### src/rtl/fc_requant_pkg.sv
// Shared types, widths and helpers for the requant writer stages.
// Optional rounding is selected with FC_REQUANT_ROUND_EN.
package fc_requant_pkg;

    localparam int SUM_W  = 33;
    localparam int PROD_W = 50;

    typedef enum logic [1:0] {
        ST_IDLE    = 2'd0,
        ST_COLLECT = 2'd1,
        ST_DRAIN   = 2'd2,
        ST_DONE    = 2'd3
    } fc_wr_state_e;

    function automatic logic [7:0] sat_relu_u8(
        input logic signed [PROD_W-1:0] q
    );
        logic [7:0] r;
        if (q[PROD_W-1]) begin
            r = 8'd0;
        end else if (q > PROD_W'(255)) begin
            r = 8'hFF;
        end else begin
            r = q[7:0];
        end
        return r;
    endfunction

endpackage

### src/rtl/fc_requant_pipe.sv
// Three-stage bias / scale / shift+clamp datapath with valid and index tag.
// FC_REQUANT_ROUND_EN adds round-half-up before the final shift.
module fc_requant_pipe
    import fc_requant_pkg::*;
#(
    parameter int ACC_W   = 32,
    parameter int SCALE_W = 16,
    parameter int IDX_W   = 6
) (
    input  logic                     clock,
    input  logic                     reset_n,
    input  logic                     in_valid,
    input  logic [IDX_W-1:0]         in_idx,
    input  logic signed [ACC_W-1:0]  acc,
    input  logic signed [ACC_W-1:0]  bias,
    input  logic [SCALE_W-1:0]       scale,
    input  logic [4:0]               shift,
    output logic                     pipe_busy,
    output logic                     out_valid,
    output logic [IDX_W-1:0]         out_idx,
    output logic [7:0]               out_byte
);

    logic                     v1_q, v2_q, v3_q;
    logic [IDX_W-1:0]         idx1_q, idx2_q, idx3_q;
    logic signed [SUM_W-1:0]  sum_d, sum_q;
    logic signed [PROD_W-1:0] prod_d, prod_q;
    logic signed [PROD_W-1:0] sum_ext, scale_ext;
    logic signed [PROD_W-1:0] rnd, q_wide;
    logic [7:0]               byte_d, byte_q;

    // Stage math: widen, add bias, multiply by unsigned scale.
    always_comb begin
        sum_d = {{(SUM_W-ACC_W){acc[ACC_W-1]}}, acc}
              + {{(SUM_W-ACC_W){bias[ACC_W-1]}}, bias};
        sum_ext   = {{(PROD_W-SUM_W){sum_q[SUM_W-1]}}, sum_q};
        scale_ext = {{(PROD_W-SCALE_W){1'b0}}, scale};
        prod_d    = sum_ext * scale_ext;
    end

    // Final stage: optional rounding, arithmetic shift, ReLU clamp.
    always_comb begin
        rnd = '0;
`ifdef FC_REQUANT_ROUND_EN
        if (shift != 5'd0) begin
            rnd = PROD_W'(1) << (shift - 5'd1);
        end
`endif
        q_wide = (prod_q + rnd) >>> shift;
        byte_d = sat_relu_u8(q_wide);
    end

    // Pipeline registers; valids flush on reset.
    always_ff @(posedge clock or negedge reset_n) begin
        if (!reset_n) begin
            v1_q   <= 1'b0;
            v2_q   <= 1'b0;
            v3_q   <= 1'b0;
            idx1_q <= '0;
            idx2_q <= '0;
            idx3_q <= '0;
            sum_q  <= '0;
            prod_q <= '0;
            byte_q <= '0;
        end else begin
            v1_q   <= in_valid;
            v2_q   <= v1_q;
            v3_q   <= v2_q;
            idx1_q <= in_idx;
            idx2_q <= idx1_q;
            idx3_q <= idx2_q;
            sum_q  <= sum_d;
            prod_q <= prod_d;
            byte_q <= byte_d;
        end
    end

    assign pipe_busy = v1_q | v2_q | v3_q;
    assign out_valid = v3_q;
    assign out_idx   = idx3_q;
    assign out_byte  = byte_q;

endmodule

### src/rtl/fc_requant_writer.sv
// Requant writer: FSM, channel counters, output buffer and read register.
// Build with FC_REQUANT_ROUND_EN for round-half-up requantisation.
module fc_requant_writer
    import fc_requant_pkg::*;
#(
    parameter int NUM_OUTPUTS = 64,
    parameter int ACC_W       = 32,
    parameter int SCALE_W     = 16,
    parameter int CNT_W       = $clog2(NUM_OUTPUTS+1)
) (
    input  logic                             clock,
    input  logic                             reset_n,
    input  logic                             start,
    input  logic [CNT_W-1:0]                 cfg_num_outputs,
    input  logic [SCALE_W-1:0]               cfg_scale,
    input  logic [4:0]                       cfg_shift,
    input  logic                             acc_valid,
    input  logic signed [ACC_W-1:0]          acc_data,
    input  logic signed [ACC_W-1:0]          bias,
    input  logic [$clog2(NUM_OUTPUTS)-1:0]   rd_addr,
    output logic [7:0]                       rd_data,
    output logic                             busy,
    output logic                             layer_done,
    output logic [CNT_W-1:0]                 out_count,
    output logic                             err
);

    localparam int AW = $clog2(NUM_OUTPUTS);

    fc_wr_state_e       state_d, state_q;
    logic [CNT_W-1:0]   num_d, num_q;
    logic [SCALE_W-1:0] scale_d, scale_q;
    logic [4:0]         shift_d, shift_q;
    logic [CNT_W-1:0]   acc_cnt_d, acc_cnt_q;
    logic [CNT_W-1:0]   out_cnt_q;
    logic               err_d, err_q;
    logic               done_d, done_q;
    logic               accept, clr_out;
    logic [7:0]         rd_q;

    logic               pipe_busy, wr_valid;
    logic [AW-1:0]      wr_idx;
    logic [7:0]         wr_byte;
    logic [7:0]         mem [NUM_OUTPUTS];

    fc_requant_pipe #(
        .ACC_W   (ACC_W),
        .SCALE_W (SCALE_W),
        .IDX_W   (AW)
    ) u_pipe (
        .clock     (clock),
        .reset_n   (reset_n),
        .in_valid  (accept),
        .in_idx    (acc_cnt_q[AW-1:0]),
        .acc       (acc_data),
        .bias      (bias),
        .scale     (scale_q),
        .shift     (shift_q),
        .pipe_busy (pipe_busy),
        .out_valid (wr_valid),
        .out_idx   (wr_idx),
        .out_byte  (wr_byte)
    );

    // Layer control: start/latch, channel accept, drain, completion.
    always_comb begin
        state_d   = state_q;
        num_d     = num_q;
        scale_d   = scale_q;
        shift_d   = shift_q;
        acc_cnt_d = acc_cnt_q;
        err_d     = err_q;
        done_d    = 1'b0;
        accept    = 1'b0;
        clr_out   = 1'b0;
        unique case (state_q)
            ST_IDLE, ST_DONE: begin
                if (start) begin
                    num_d     = cfg_num_outputs;
                    scale_d   = cfg_scale;
                    shift_d   = cfg_shift;
                    acc_cnt_d = '0;
                    clr_out   = 1'b1;
                    if (cfg_num_outputs == '0) begin
                        state_d = ST_DONE;
                        done_d  = 1'b1;
                    end else begin
                        state_d = ST_COLLECT;
                    end
                end
            end
            ST_COLLECT: begin
                if (acc_valid) begin
                    accept    = 1'b1;
                    acc_cnt_d = acc_cnt_q + 1'b1;
                    if (acc_cnt_d == num_q) begin
                        state_d = ST_DRAIN;
                    end
                end
            end
            ST_DRAIN: begin
                if (!pipe_busy) begin
                    state_d = ST_DONE;
                    done_d  = 1'b1;
                end
            end
            default: state_d = ST_IDLE;
        endcase
        if (clr_out) begin
            err_d = 1'b0;
        end else if (acc_valid && !accept) begin
            err_d = 1'b1;
        end
    end

    // Control state registers.
    always_ff @(posedge clock or negedge reset_n) begin
        if (!reset_n) begin
            state_q   <= ST_IDLE;
            num_q     <= '0;
            scale_q   <= '0;
            shift_q   <= '0;
            acc_cnt_q <= '0;
            err_q     <= 1'b0;
            done_q    <= 1'b0;
        end else begin
            state_q   <= state_d;
            num_q     <= num_d;
            scale_q   <= scale_d;
            shift_q   <= shift_d;
            acc_cnt_q <= acc_cnt_d;
            err_q     <= err_d;
            done_q    <= done_d;
        end
    end

    // Written-channel counter, bumped by each pipeline write.
    always_ff @(posedge clock or negedge reset_n) begin
        if (!reset_n) begin
            out_cnt_q <= '0;
        end else if (clr_out) begin
            out_cnt_q <= '0;
        end else if (wr_valid) begin
            out_cnt_q <= out_cnt_q + 1'b1;
        end
    end

    // Output buffer; contents deliberately survive reset and start.
    always_ff @(posedge clock) begin
        if (wr_valid) begin
            mem[wr_idx] <= wr_byte;
        end
    end

    // Registered read port; same-cycle write returns old data.
    always_ff @(posedge clock or negedge reset_n) begin
        if (!reset_n) begin
            rd_q <= '0;
        end else begin
            rd_q <= mem[rd_addr];
        end
    end

    assign rd_data    = rd_q;
    assign busy       = (state_q == ST_COLLECT) || (state_q == ST_DRAIN);
    assign layer_done = done_q;
    assign out_count  = out_cnt_q;
    assign err        = err_q;

endmodule

### config.mk
export PLATFORM = sky130hd
export DESIGN_NAME = fc_requant_writer
export DESIGN_NICKNAME = d
export VERILOG_FILES = /design/src/rtl/fc_requant_pkg.sv /design/src/rtl/fc_requant_pipe.sv /design/src/rtl/fc_requant_writer.sv
export SDC_FILE = /design/constraint.sdc
export NUM_CORES = 2
export LEC_CHECK = 0
export ABC_AREA = 1
export BUFFER_PORTS_ARGS = -buffer_cell sky130_fd_sc_hd__buf_2
export CORE_MARGIN = 10
export CORE_UTILIZATION = 40
export DETAILED_ROUTE_END_ITERATION = 10
export PLACE_DENSITY = 0.63
export SLEW_MARGIN = 20
export SYNTH_ARGS = -nofsm -noshare
export SYNTH_HDL_FRONTEND = slang
export SYNTH_HIERARCHICAL = 1
export SYNTH_SLANG_ARGS = --single-unit
### constraint.sdc
create_clock -name clock -period 7.9 [get_ports clock]
set_clock_uncertainty 0.1 [all_clocks]
set_input_delay 0.79 -clock clock [delete_from_list [all_inputs] [get_ports clock]]
set_output_delay 0.79 -clock clock [all_outputs]
set_load 0.1 [all_outputs]
Yosys cells after proc, flatten, opt, wreduce, memory -nomap -nowiden
Memories as Yosys holds them, arrays and structs flattened. A register that Yosys moved wholly into a read port is not among the register bits.
Index checks and enable logic that the tools add are counted.
- memories: 1
- register bits after elaboration: 158
- memory bits (writable): 512
- output and inout port bits: 18
- multiplexer cells: 25
- add/sub/neg operators: 3
- reduce and logical (&&, ||, !) cells: 13
- magnitude comparators: 1
- $mul: 1
- shift-type cells: 1
- equality and inequality tests: 8
- bitwise operators: 2
- memories (name ; depth ; bits a word ; rd ports ; clocked after memory_dff ; wr ports ; RTL line ; text):
    mem ; 64 ; 8 ; 1 ; 1 ; 1 ; fc_requant_writer.sv:44 ; logic [7:0] mem [NUM_OUTPUTS];
- operators by type and width (kind ; number):
    50-bit by 9-bit greater-than comparator with 1-bit output, second input constant ; 1
    33-bit by 17-bit multiplier with 50-bit output ; 1
    50-bit by 5-bit >>> shifter with 50-bit output ; 1
    32-bit by 32-bit adder with 33-bit output ; 1
    7-bit 2-to-1 mux ; 4
    8-bit 2-to-1 mux ; 2
    7-bit by 1-bit adder with 7-bit output, second input constant ; 2
    7-bit one-hot mux with 2 select lines ; 1
    1-bit 2-to-1 mux ; 11
    2-bit 2-to-1 mux ; 5
    2-bit != test, second input constant ; 4
    7-bit == test ; 1
    7-bit logical NOT ; 1
    2-bit one-hot mux with 3 select lines ; 1
    2-bit nonzero test ; 3
    2-bit == test, second input constant ; 2
    4-bit AND reduction ; 1
    3-bit AND reduction ; 1
    2-bit by 1-bit == test with 1-bit output, second input constant ; 1
    1-bit logical NOT ; 2
    2-bit logical NOT ; 1
    1-bit OR ; 2
    1-bit one-hot mux with 2 select lines ; 1
    2-bit AND reduction ; 1
    3 further kinds ; 3

Longest topological paths before layout
- depth after elaboration: 6
- gate-level depth with buffers: 28
- mapped depth without buffers: 26

Cells and area by module
Netlist, hierarchy kept.
- modules (own cells, without submodules) (module ; area each (um^2) ; instances ; sequential area each (um^2) ; cells each):
    fc_requant_pipe ; 26306.5 ; 1 ; 2802.7 ; 3447
    fc_requant_writer ; 23219.8 ; 1 ; 16726.0 ; 2058

Least setup slack after synthesis
OpenSTA, ideal clock, no wires.
- kind: register to register
- from: register u_pipe.sum_q[32]
- to: register u_pipe.prod_q[49]
- buffers on the path: 2
- stages on the path, launching flop included: 23
- period minus slack after synthesis: 5.846 ns
- arrival: 5.667 ns
- path slack: 2.054 ns
- data required time: 7.721 ns
- library setup time: 0.079 ns
- cell sequence: dfrtp_1 -> clkbuf_1 -> clkbuf_1 -> nand2_1 -> inv_1 -> fa_1 -> fa_1 -> inv_1 -> fa_1 -> fa_1 -> fa_1 -> fa_1 -> inv_1 -> ha_1 -> nand2_1 -> nor2_1 -> inv_1 -> nor4_1 -> nand3_1 -> nand3_1 -> nand2_1 -> nand3_1 -> xor2_1
- word-level cells in the longest chain between the ends: 1
- RTL lines (item ; RTL line ; text):
    from (decl) ; fc_requant_pipe.sv:26 ; logic signed [SUM_W-1:0] sum_d, sum_q;
    from (signal assigned) ; fc_requant_pipe.sv:72 ; sum_q <= sum_d;
    33-bit by 17-bit multiplier with 50-bit output ; fc_requant_pipe.sv:38 ; prod_d = sum_ext * scale_ext;
    via u_pipe.prod_d[49] ; fc_requant_pipe.sv:27 ; logic signed [PROD_W-1:0] prod_d, prod_q;
    to (signal assigned) ; fc_requant_pipe.sv:73 ; prod_q <= prod_d;
    to (decl) ; fc_requant_pipe.sv:27 ;
The timed path passes the listed nets, and every way through them passes these cells.
A chain may end at the register's enable or synchronous reset.

Worst setup path after layout
- from: register scale_q[5]
- to: register u_pipe.prod_q[47]
- word-level cells in the longest chain between the ends: 1
- RTL lines (item ; RTL line ; text):
    from (decl) ; fc_requant_writer.sv:32 ; logic [SCALE_W-1:0] scale_d, scale_q;
    from (signal assigned) ; fc_requant_writer.sv:129 ; scale_q <= scale_d;
    33-bit by 17-bit multiplier with 50-bit output ; fc_requant_pipe.sv:38 ;
    via u_pipe.prod_d[47] ; fc_requant_pipe.sv:27 ;
The timed path passes the listed nets, and every way through them passes these cells.

==> summary.txt <==
Timing
  • Final worst path period share: 0.865
  • Rel. slew slack: 0.276
  • Setup Viol. Count Final: 0
  • Peak Freq: 146 MHz
  • Final hold vios: 0
  • Tightest Pin Transition: 1.09 ns
  • Final Slew Violations: 0
  • RSZ-0062 raised after global routing: false
  • Min Tclk post-route: 6.83 ns
  • TNS Setup: 0 ns

Floorplan
  • Core box area: 123000 µm²
  • Die height: 372 µm
  • Die ar.: 138000 µm²
  • Initial Utilization: 0.402
  • I/O pins: 120
  • Num rows: 129
  • Die Width: 372 µm

Finish
  • Layout Cells excl Fill: 7152
  • Final Cell Area: 53600 µm²
  • Most common cell after layout, fill and taps aside: nand2_1
  • Net count of the finished layout: 6219
  • Commonest non-fill, non-tap cells in the layout: nand2_1 (1616), inv_1 (939), nand3_1 (630)
  • Layout cell share with drive strength beyond 1: 0.0562
  • Area grow syn2layout: 8.15%

Worst setup path
  • Critical path capture point type: flip-flop
  • Critical path, cell by cell: buf_4, buf_4, nand2_1, inv_1, fa_1, inv_1, fa_1, fa_1, inv_1, fa_1, fa_1, inv_1, fa_1, inv_1, ha_1, a21o_1, a31oi_1, o21ai_0, o21ai_0, nand3_1, nand2_1, nand2_1
  • CP max-delay cell: dfrtp_1
  • Critical Path Start Type: flip-flop
  • Worst setup startpoint: scale_q[5]$_DFFE_PN0P_
  • Buffers & Inverters on Critical Path: 7
  • Max FO, Critical Path: 24
  • Kind of critical path: flip-flop to flip-flop
  • Arrival @ worst endpoint: 7.27 ns
  • Critical Path Max Stage Delay: 1.05 ns
  • CP top delay family: adder cells
  • R2R Path End: u_pipe/prod_q[47]$_DFF_PN0_
  • Req. time, crit path: 8.34 ns
  • Reg2Reg Depth: 22
  • Reg2reg setup slack: 1.07 ns
  • R2R Path Start: scale_q[5]$_DFFE_PN0P_
  • Cell mode on critical path: fa_1

Logic synthesis
  • Synth Area per Inst: 9.00 µm²
  • Ys Warns: 6
  • Async set-reset flop share out of synthesis: 0.245
  • Yosys cell types: 53
  • Count of state elements after synthesis: 678
  • Cells after Synth: 5505
  • Seq/Total Area, Yosys: 0.394
  • Post-Syn Area: 49500 µm²
  • Number of synthesized flops with an enable pin: 512
  • Main synth FF type: edfxtp_1
  • Syn Nets: 6267

Detailed routing
  • DRC violations left: 0
  • Detailed Routing Iterations Pass 1: 6
  • Routed via count: 36182
  • Vias per std cell: 5.06
  • Wirelength, routed: 127000 µm
  • Final ANT Viol Nets: 0
  • DRT iter0 DRCs: 2720
  • DR WL/cell: 17.8 µm

Clock network
  • Reg clk slew, reported paths: 0.06 ns
  • Post-CTS Resized: 0
  • Post-CTS setup buffer count: 0
  • Insertion delay to the later sink of the worst-skew pair: 0.64 ns
  • H-Tree Depth: 3
  • Cts hold-fix bufs: 0
  • CTS root buffer: clkbuf_16
  • CTS Buf Count: 71
  • Clock Tree Buf Depth: 3
  • Sink Count: 678
  • CTS tree: done

Place
  • # port buffers: 119
  • Gpl congestion: 0.946
  • DP Area: 51200 µm²
  • Hpwl dp: 92300 µm
  • Cell total after placement: 7021

GRT
  • Total gr overflow: 0
  • Largest net degree at the start of global routing: 129
  • Initial antenna violation count: 1
  • Total GRT Usage: 0.186
  • First-pass GRT wire length: 205000 µm
  • Vias in the first global route: 37630

Job
  • Max cap viols: 0

Run status
  • Run status: completed

Min path
  • Hold crit path type: input port to asynchronous set/reset pin
## Yosys cell counts (all sizes together) (2+ instances only)
cell type	n	share of area
o211ai	6	0.00091
edfxtp	512	0.31
o22ai	13	0.0016
a21boi	9	0.0014
o21bai	16	0.0025
nand3b	5	0.00076
ha	156	0.039
nand4	31	0.0039
o21ai	105	0.011
clkinv	2	0.00015
clkbuf	160	0.012
and2	2	0.00025
nand3	639	0.065
buf	123	0.014
a21oi	125	0.013
a211oi	2	0.00030
nor2	202	0.016
dfrtp	166	0.084
inv	946	0.072
or2	2	0.00025
xor2	55	0.0097
o21a	3	0.00045
a21o	18	0.0027
fa	504	0.20
nor4	11	0.0014
xnor2	27	0.0048
nand2	1625	0.12
nor3	19	0.0019
a31oi	14	0.0018
## kinds of logic after synthesis
group / synth area share
simple gates: 0.213
xor+xnor: 0.0145
compound gates: 0.0363
flops: 0.394
fa+ha+maj: 0.243
buf+inv: 0.0984
## worst register-to-register path, cell delays in order (launching register included)
cell	delay [ns]
dfrtp_1	1.05
buf_4	0.31
buf_4	0.14
nand2_1	0.05
inv_1	0.11
fa_1	0.39
inv_1	0.08
fa_1	0.43
fa_1	0.52
inv_1	0.06
fa_1	0.49
fa_1	0.49
inv_1	0.05
fa_1	0.47
inv_1	0.04
ha_1	0.39
a21o_1	0.24
a31oi_1	0.33
o21ai_0	0.19
o21ai_0	0.55
nand3_1	0.17
nand2_1	0.09
nand2_1	0.05
## stage by stage
stage          setup WS [ns]  hold WS (ns)   util
2_1_floorplan           2.05         0.231      -
3_3_place_gp            1.18         0.237  0.415
3_5_place_dp            1.13         0.235  0.415
4_1_cts                 1.10        0.0524  0.434
5_1_grt                0.673        0.0680  0.434
6_report                1.07        0.0519  0.434
## worst max path at each step
stage	endpoint	slack, ns	cells after the start
floorplan	u_pipe/prod_q[49]$_DFF_PN0_	2.05	22
global placement	u_pipe/prod_q[44]$_DFF_PN0_	1.18	19
detailed placement	u_pipe/prod_q[49]$_DFF_PN0_	1.13	20
CTS	u_pipe/prod_q[49]$_DFF_PN0_	1.10	20
global route	u_pipe/prod_q[49]$_DFF_PN0_	0.67	20
finish	u_pipe/prod_q[47]$_DFF_PN0_	1.07	22
## area by class of cell
cell class | instances | area (µm²)
multi-input cells | 3596 | 25100
clock inverters | 41 | 414
fillers | 11994 | 69800
repair buffers | 162 | 948
flip-flops and latches | 678 | 19500
inverters | 948 | 3570
clock buffers | 88 | 1910
diodes | 2 | 5.00
well taps | 1637 | 2050
## flip-flops by register name, indices dropped and copies added (netlist names), 2 cells and up
register	cells
mem	512
u_pipe/prod_q	50
u_pipe/sum_q	33
scale_q	16
rd_data	8
u_pipe/out_byte	8
acc_cnt_q	7
num_q	7
out_count	7
u_pipe/idx1_q	6
u_pipe/idx2_q	6
u_pipe/out_idx	6
shift_q	5
state_q	2
## layer usage
layer	vias up	global-route usage	part of all wire
li1	17115	-	-
met1	17880	0.230	0.41
met2	942	0.335	0.51
met3	245	0.0254	0.050
met4	0	0.0537	0.028
met5	-	0	0
Power is left out: the tool's default activity adds up to more than one toggle a clock period on the data nets, which glitch-free logic cannot reach.
